$ cat config.mk
export PLATFORM = sky130hd
export DESIGN_NAME = recfn_narrow_wb
export DESIGN_NICKNAME = d
export VERILOG_FILES = /design/src/rtl/recfn_narrow_wb.sv
export SDC_FILE = /design/constraint.sdc
export NUM_CORES = 1
export LEC_CHECK = 0
export ABC_AREA = 1
export CAP_MARGIN = 15
export CORE_UTILIZATION = 35
export DETAILED_ROUTE_END_ITERATION = 7
export GPL_TIMING_DRIVEN = 1
export RECOVER_POWER = 50
export SYNTH_ARGS = -nofsm -noshare
export SYNTH_HDL_FRONTEND = slang
export SYNTH_SLANG_ARGS = --single-unit
$ cat constraint.sdc
create_clock -name clock -period 3.7 [get_ports clock]
set_input_delay 0.37 -clock clock [delete_from_list [all_inputs] [get_ports clock]]
set_output_delay 0.37 -clock clock [all_outputs]
set_load 0.02 [all_outputs]
$ cat src/rtl/recfn_narrow_wb.sv
// recfn_narrow_wb: 2-entry writeback buffer that converts recoded binary32 (33b) to IEEE binary32.
// Defining RECFN_WB_FFLAGS_ACCUM_EN adds io_fflags_clear / io_fflags, a sticky accumulator of dequeued flags.
module recfn_narrow_wb (
  input  logic        clock,
  input  logic        reset,
  input  logic        io_in_valid,
  output logic        io_in_ready,
  input  logic [32:0] io_in_out,
  input  logic [4:0]  io_in_exceptionFlags,
  input  logic [4:0]  io_in_tag,
`ifdef RECFN_WB_FFLAGS_ACCUM_EN
  input  logic        io_fflags_clear,
  output logic [4:0]  io_fflags,
`endif
  output logic        io_out_valid,
  input  logic        io_out_ready,
  output logic [31:0] io_out_bits_data,
  output logic [4:0]  io_out_bits_tag,
  output logic [4:0]  io_out_bits_flags
);

  // Entry layout: {recoded[42:10], flags[9:5], tag[4:0]}
  logic [42:0] mem_r [2];
  logic        wrPtr_r;
  logic        rdPtr_r;
  logic [1:0]  count_r;
  logic        enq_s;
  logic        deq_s;
  logic [42:0] head_s;

  function automatic logic [31:0] recToIeee(input logic [32:0] rec);
    logic        sign;
    logic [8:0]  e;
    logic [22:0] f;
    logic [23:0] sig;
    logic [8:0]  sh;
    logic [22:0] frac;
    logic [31:0] res;
    sign = rec[32];
    e    = rec[31:23];
    f    = rec[22:0];
    sig  = {1'b1, f};
    sh   = 9'd130 - e;
    frac = 23'(sig >> sh);
    if (e[8:6] == 3'b000) begin
      res = {sign, 31'h0000_0000};
    end else if (e[8:6] == 3'b111) begin
      res = {sign, 8'hFF, f};
    end else if (e[8:7] == 2'b11) begin
      res = {sign, 8'hFF, 23'h00_0000};
    end else if (e < 9'd130) begin
      res = {sign, 8'h00, frac};
    end else begin
      // Recoded bias is 129 above IEEE; only the low 8 bits matter for normals.
      res = {sign, e[7:0] - 8'd129, f};
    end
    return res;
  endfunction

  // Handshake decisions; reset suppresses both enqueue and dequeue.
  always_comb begin
    io_in_ready  = (count_r != 2'd2);
    io_out_valid = (count_r != 2'd0);
    enq_s        = io_in_valid & io_in_ready & ~reset;
    deq_s        = io_out_valid & io_out_ready & ~reset;
  end

  // Head decode, gated by valid so stale storage never reaches the outputs.
  always_comb begin
    head_s = mem_r[rdPtr_r];
    if (io_out_valid) begin
      io_out_bits_data  = recToIeee(head_s[42:10]);
      io_out_bits_flags = head_s[9:5];
      io_out_bits_tag   = head_s[4:0];
    end else begin
      io_out_bits_data  = 32'h0000_0000;
      io_out_bits_flags = 5'd0;
      io_out_bits_tag   = 5'd0;
    end
  end

  // Pointer and occupancy tracking.
  always_ff @(posedge clock) begin
    if (reset) begin
      wrPtr_r <= 1'b0;
      rdPtr_r <= 1'b0;
      count_r <= 2'd0;
    end else begin
      if (enq_s) wrPtr_r <= ~wrPtr_r;
      if (deq_s) rdPtr_r <= ~rdPtr_r;
      case ({enq_s, deq_s})
        2'b10:   count_r <= count_r + 2'd1;
        2'b01:   count_r <= count_r - 2'd1;
        default: count_r <= count_r;
      endcase
    end
  end

  // Entry storage, intentionally not reset.
  always_ff @(posedge clock) begin
    if (enq_s) mem_r[wrPtr_r] <= {io_in_out, io_in_exceptionFlags, io_in_tag};
  end

`ifdef RECFN_WB_FFLAGS_ACCUM_EN
  logic [4:0] fflags_r;
  assign io_fflags = fflags_r;

  // Sticky flags: clear applies before the OR so a same-cycle dequeue survives.
  always_ff @(posedge clock) begin
    if (reset) begin
      fflags_r <= 5'd0;
    end else begin
      fflags_r <= (io_fflags_clear ? 5'd0 : fflags_r) | (deq_s ? head_s[9:5] : 5'd0);
    end
  end
`endif

endmodule

# After elaboration in Yosys (flattened, before gate mapping)
# Memories as Yosys holds them, arrays and structs flattened. A register that Yosys moved wholly into a read port is not among the register bits.
# Cells that the tools add are included.
[word_totals] regBits=4 ramBits=86 in_bits=47 output_inout_bits=44 word_cells=37 memories=1
[classes] add_sub_neg=4 order_cmp=1 eq_ne=5 shift=1 muxes=12 bitwise=7 reduce_logical=3
[mem_list] memory="mem_r" words=2 width=43 rd=1 rd_clocked_by_memory_dff=1 wr=1 line_no="23" source="logic [42:0] mem_r [2];"
[op_table] cell="31-bit 2-to-1 mux" count=4
[op_table] cell="32-bit 2-to-1 mux" count=1
[op_table] cell="24-bit by 9-bit right shift with 23-bit output" count=1
[op_table] cell="5-bit 2-to-1 mux" count=2
[op_table] cell="9-bit by 8-bit < comparator with 1-bit output (second input constant)" count=1
[op_table] cell="8-bit by 9-bit subtractor with 9-bit output (first input constant)" count=1
[op_table] cell="8-bit subtractor (second input constant)" count=1
[op_table] cell="1-bit AND" count=4
[op_table] cell="2-bit equality test (second input constant)" count=2
[op_table] cell="1-bit 2-to-1 mux" count=4
[op_table] cell="2-bit one-hot mux with 2 select lines" count=1
[op_table] cell="2-bit nonzero test" count=2
[op_table] cell="3-bit equality test (second input constant)" count=1
[op_table] cell="3-bit logical NOT" count=1
[op_table] cell="1-bit NOT" count=3
[op_table] cell="2-bit by 1-bit adder with 2-bit output (second input constant)" count=1
[op_table] cell="2-bit by 1-bit equality test with 1-bit output (second input constant)" count=1
[op_table] cell="2-bit inequality test (second input constant)" count=1
[op_table] cell="2-bit by 1-bit subtractor with 2-bit output (second input constant)" count=1

# Depth between registers and ports, before layout
[logic_depth] ltp_word=7 depth_mapped=24 mapped_depth_nobuf=23

# Worst setup path after synthesis
# OpenSTA, ideal clock, no wires.
[synth_timing] path_kind="register to output" from="reg (tool-made name)" to="out io_out_bits_data[22]" t_arrival_ns=3.130 t_required_ns=3.330 setup_slack_ns=0.200 path_stages_with_launch=21 n_path_buf=2 cell_sequence="dfxtp_1 buf_4 nand2_1 o21ai_4 inv_1 buf_2 ha_1 inv_1 nand3_2 nor2_4 nand2_1 nand2_1 nand2_2 nor2_8 and2_4 o21ai_1 nor3_2 nand2_1 o21ai_1 nand2_1 a211oi_1"
[synth_lines] item="to (decl)" line_no="17" source="output logic [31:0] io_out_bits_data,"

==> results_dict.tcl <==
set metrics [dict create \
    status "finished clean" \
    cp_slowest_stage_delay_ns 0.44 \
    slew_viol_final 0 \
    routedWlPerCell_um 15.67 \
    async_reset_ff_share_pct 0 \
    setup_viol 0 \
    leakagePower_nw 3.403 \
    holdCritStartpoint "rdPtr_r" \
    hp-class "flop to flop" \
    synthCells 741 \
    chipWidth_um 130.6 \
    relSlewSlack_pct 15.16 \
    antenna_found_initial 1 \
    place_area_um2 7381 \
    cts_buffer_depth 2 \
    globalplace.congestion 0.9166 \
    mostFrequentLayoutCells "248 x nand2_1, 86 x edfxtp_1, 71 x buf_4" \
    cts.htree.levels 3 \
    design_area_um2 8127 \
    mostFrequentLayoutCell "nand2_1" \
    whs_path_depth 2 \
    n_fill_cell 1585 \
    path_common_cell "nand2_1" \
    stdcell_count 1096 \
    path_buf_inv 5 \
    io_buffers 90 \
    irDropWorstVdd_uv 351.3 \
    critPathSlowestCell "dfxtp_4" \
    ys.flop_type "edfxtp_1" \
    crit_fanout 8 \
    syn-num-nets 792 \
    dieArea_um2 17060 \
    die_height_um 130.6 \
    synth_largest_area_cell "edfxtp_1" \
    ios 91 \
    cp.required_ns 3.33 \
    rsz0062_at_grt "yes" \
    root_buffer "clkbuf_16" \
    synthDistinctLibCells 38 \
    avgSynthCellArea_um2 7.813 \
    rrSetupSlack_ns 1.32 \
    core_um2 16000 \
    synth.area.top_cells "edfxtp_1 45%, nand2_1 17%, nand3_1 6.8%, nand4_1 5.0%, a21oi_1 4.1%" \
    yosysTopAreaCellShare_pct 44.61 \
    synth_enable_flop_cells 86 \
    drv_cap 0 \
    ys_seq_area_share_pct 46.34 \
    hold_path_end "rdPtr_r" \
    clock_latency_ns 0.35 \
    routed_wl_mm 17.17 \
    drive_above_1_share_pct 25.48 \
    grt_use_total_pct 20.56 \
    areaGrowthSynthToFinish_pct 40.37 \
    viasPerCell 5.175 \
    grt_pass1_wl_mm 26.97 \
    cts.sinks 91 \
    dpl.hpwl_mm 12.30 \
    power.density_nw_per_um2 467.5 \
    end_kind "output pin" \
    holdWs_ns 0.5070 \
    clk_pin_slew_ns 0.06 \
    vias 5672 \
    r2r-end "mem_r[0][30]" \
    crit_arrival_ns 3.25 \
    crit_family "simple AND/OR/NAND/NOR gates" \
    clock_skew_ns 0.007195 \
    fmax_mhz 276.5 \
    rr_worst_depth 5 \
    tritoncts "yes" \
    dp_cells 1072 \
    fin_crit_ns 3.617 \
    ys_ff_latch 91 \
    ant_nets 0 \
    cp-start-kind "flop" \
    drcViolationCount 0 \
    nets 925 \
    period_share_pct 97.76 \
    hold_viol 0 \
    numCtsBuffers 9 \
    rr_startpoint "count_r[0]" \
    floorplan.rows 46 \
    overflow 0 \
    syn_area_um2 5789 \
    path_cells "nand2_4, o21ai_4, inv_2, ha_4, inv_2, nand3_4, nor2_4, nand2_1, nand2_1, nand2_2, nor2_8, clkbuf_16, nand4_1, nand3_1, nand2_2, nand2_1, buf_4, nand3_1, nand3_1, nand2_1, nand2_1, nand2_1, a21oi_1, buf_4" \
    grt_pass1_vias 5115 \
    holdBufCountCts 0 \
    drt_iter0_drc 369 \
    firstDrtPassIters 5 \
    grt_max_degree 38 \
    critical_path_class "flop to output pin" \
    ys_warn_count 0 \
    initial_utilization_pct 36.18 \
    tightest_slew_ns 1.268 \
]
-- per-stage QoR --
| step | TNS, ns | total power (W) | utilization (%) | setup WS (ns) |
|---|---|---|---|---|
| 6_report | 0 | 0.003799 | 50.79 | 0.08287 |
| 5_1_grt | -1.336 | 0.004005 | 50.77 | -0.1549 |
| 4_1_cts | 0 | 0.003649 | 48.23 | 0.007589 |
| 3_5_place_dp | -1.662 | 0.002655 | 46.13 | -0.1563 |
| 3_3_place_gp | -0.6504 | 0.002660 | 46.13 | -0.1063 |
| 2_1_floorplan | 0 | 0.002083 | - | 0.2005 |
-- synth_stat cells, drive strengths merged, types with 3 or more instances --
| cell type | n |
|---|---|
| ha | 4 |
| and2 | 3 |
| nor2 | 30 |
| o21ai | 43 |
| a31oi | 8 |
| xnor2 | 3 |
| buf | 26 |
| nand2 | 280 |
| o211ai | 4 |
| clkinv | 3 |
| a21oi | 48 |
| dfxtp | 5 |
| clkbuf | 18 |
| inv | 38 |
| nand4 | 46 |
| nor3 | 4 |
| edfxtp | 86 |
| xor2 | 7 |
| nand3 | 81 |
-- routing by layer --
metal  part of all wire [%]  GRT usage, %
met5                      0             0
met4                    2.1         7.573
met3                    6.4         1.792
met2                     45         31.40
met1                     46         30.27
-- flip-flops by register name (all words and copies together), names as in the netlist, named ones only --
name and flops:
wrPtr_r 1, mem_r 86, rdPtr_r 1, count_r 2
-- layout make-up --
type / count / area (µm²) / share of cell area (%)
multi-input cells: 565 / 3035 / 37.35
flip-flops and latches: 91 / 2686 / 33.06
repair buffers: 166 / 1647 / 20.26
well taps: 216 / 270.3 / 3.326
clock buffers: 9 / 225.2 / 2.771
inverters: 41 / 156.4 / 1.925
clock inverters: 7 / 103.9 / 1.278
diodes: 1 / 2.502 / 0.03079
-- worst register-to-register path, delay by kind of cell (launching register included) --
family / cells / cell delay [ns]
buffers and inverters: 2 / 0.42
and+or+nand+nor: 3 / 1.26
DFF: 1 / 0.39
-- power breakdown --
| group | internal [W] | switching, W | total (W) | leakage [nW] |
|---|---|---|---|---|
| clock | 0.000602 | 0.000396 | 0.000998 | 0.161 |
| sequential | 0.00117 | 0.0000169 | 0.00119 | 0.831 |
| combinational | 0.000629 | 0.000981 | 0.00161 | 2.41 |
| total | 0.00240 | 0.00139 | 0.00380 | 3.40 |
-- cells by family after synthesis --
| family | count (synthesis) | share of synthesized area [%] |
|---|---|---|
| simple gates | 445 | 34.64 |
| xor+xnor | 10 | 1.513 |
| compound gates | 105 | 9.899 |
| fa+ha+maj | 4 | 0.8645 |
| mux | 1 | 0.1729 |
| buf+inv | 85 | 6.570 |
| flops | 91 | 46.34 |
-- worst max-delay path by stage --
stage / cells after the start / slack, ns / to
after floorplan: 20 / 0.20 / io_out_bits_data[22]
after global placement: 21 / -0.11 / io_out_bits_data[13]
after detailed placement: 25 / -0.16 / io_out_bits_data[1]
after CTS: 22 / 0.008 / io_out_bits_data[12]
after global routing: 25 / -0.15 / io_out_bits_data[1]
final: 24 / 0.08 / io_out_bits_data[6]
-- repair_timing --
| item | 4_1_cts | 5_1_grt |
|---|---|---|
| buffers inserted | 1 | 1 |
| endpoints found under the setup margin | 23 | 31 |
| pin swaps | 1 | 51 |
| endpoints found under the hold margin | 0 | 0 |
| gates cloned | 0 | 5 |
| gates resized for setup | 84 | 129 |
Note: power is estimated with default switching activity, not from simulation.
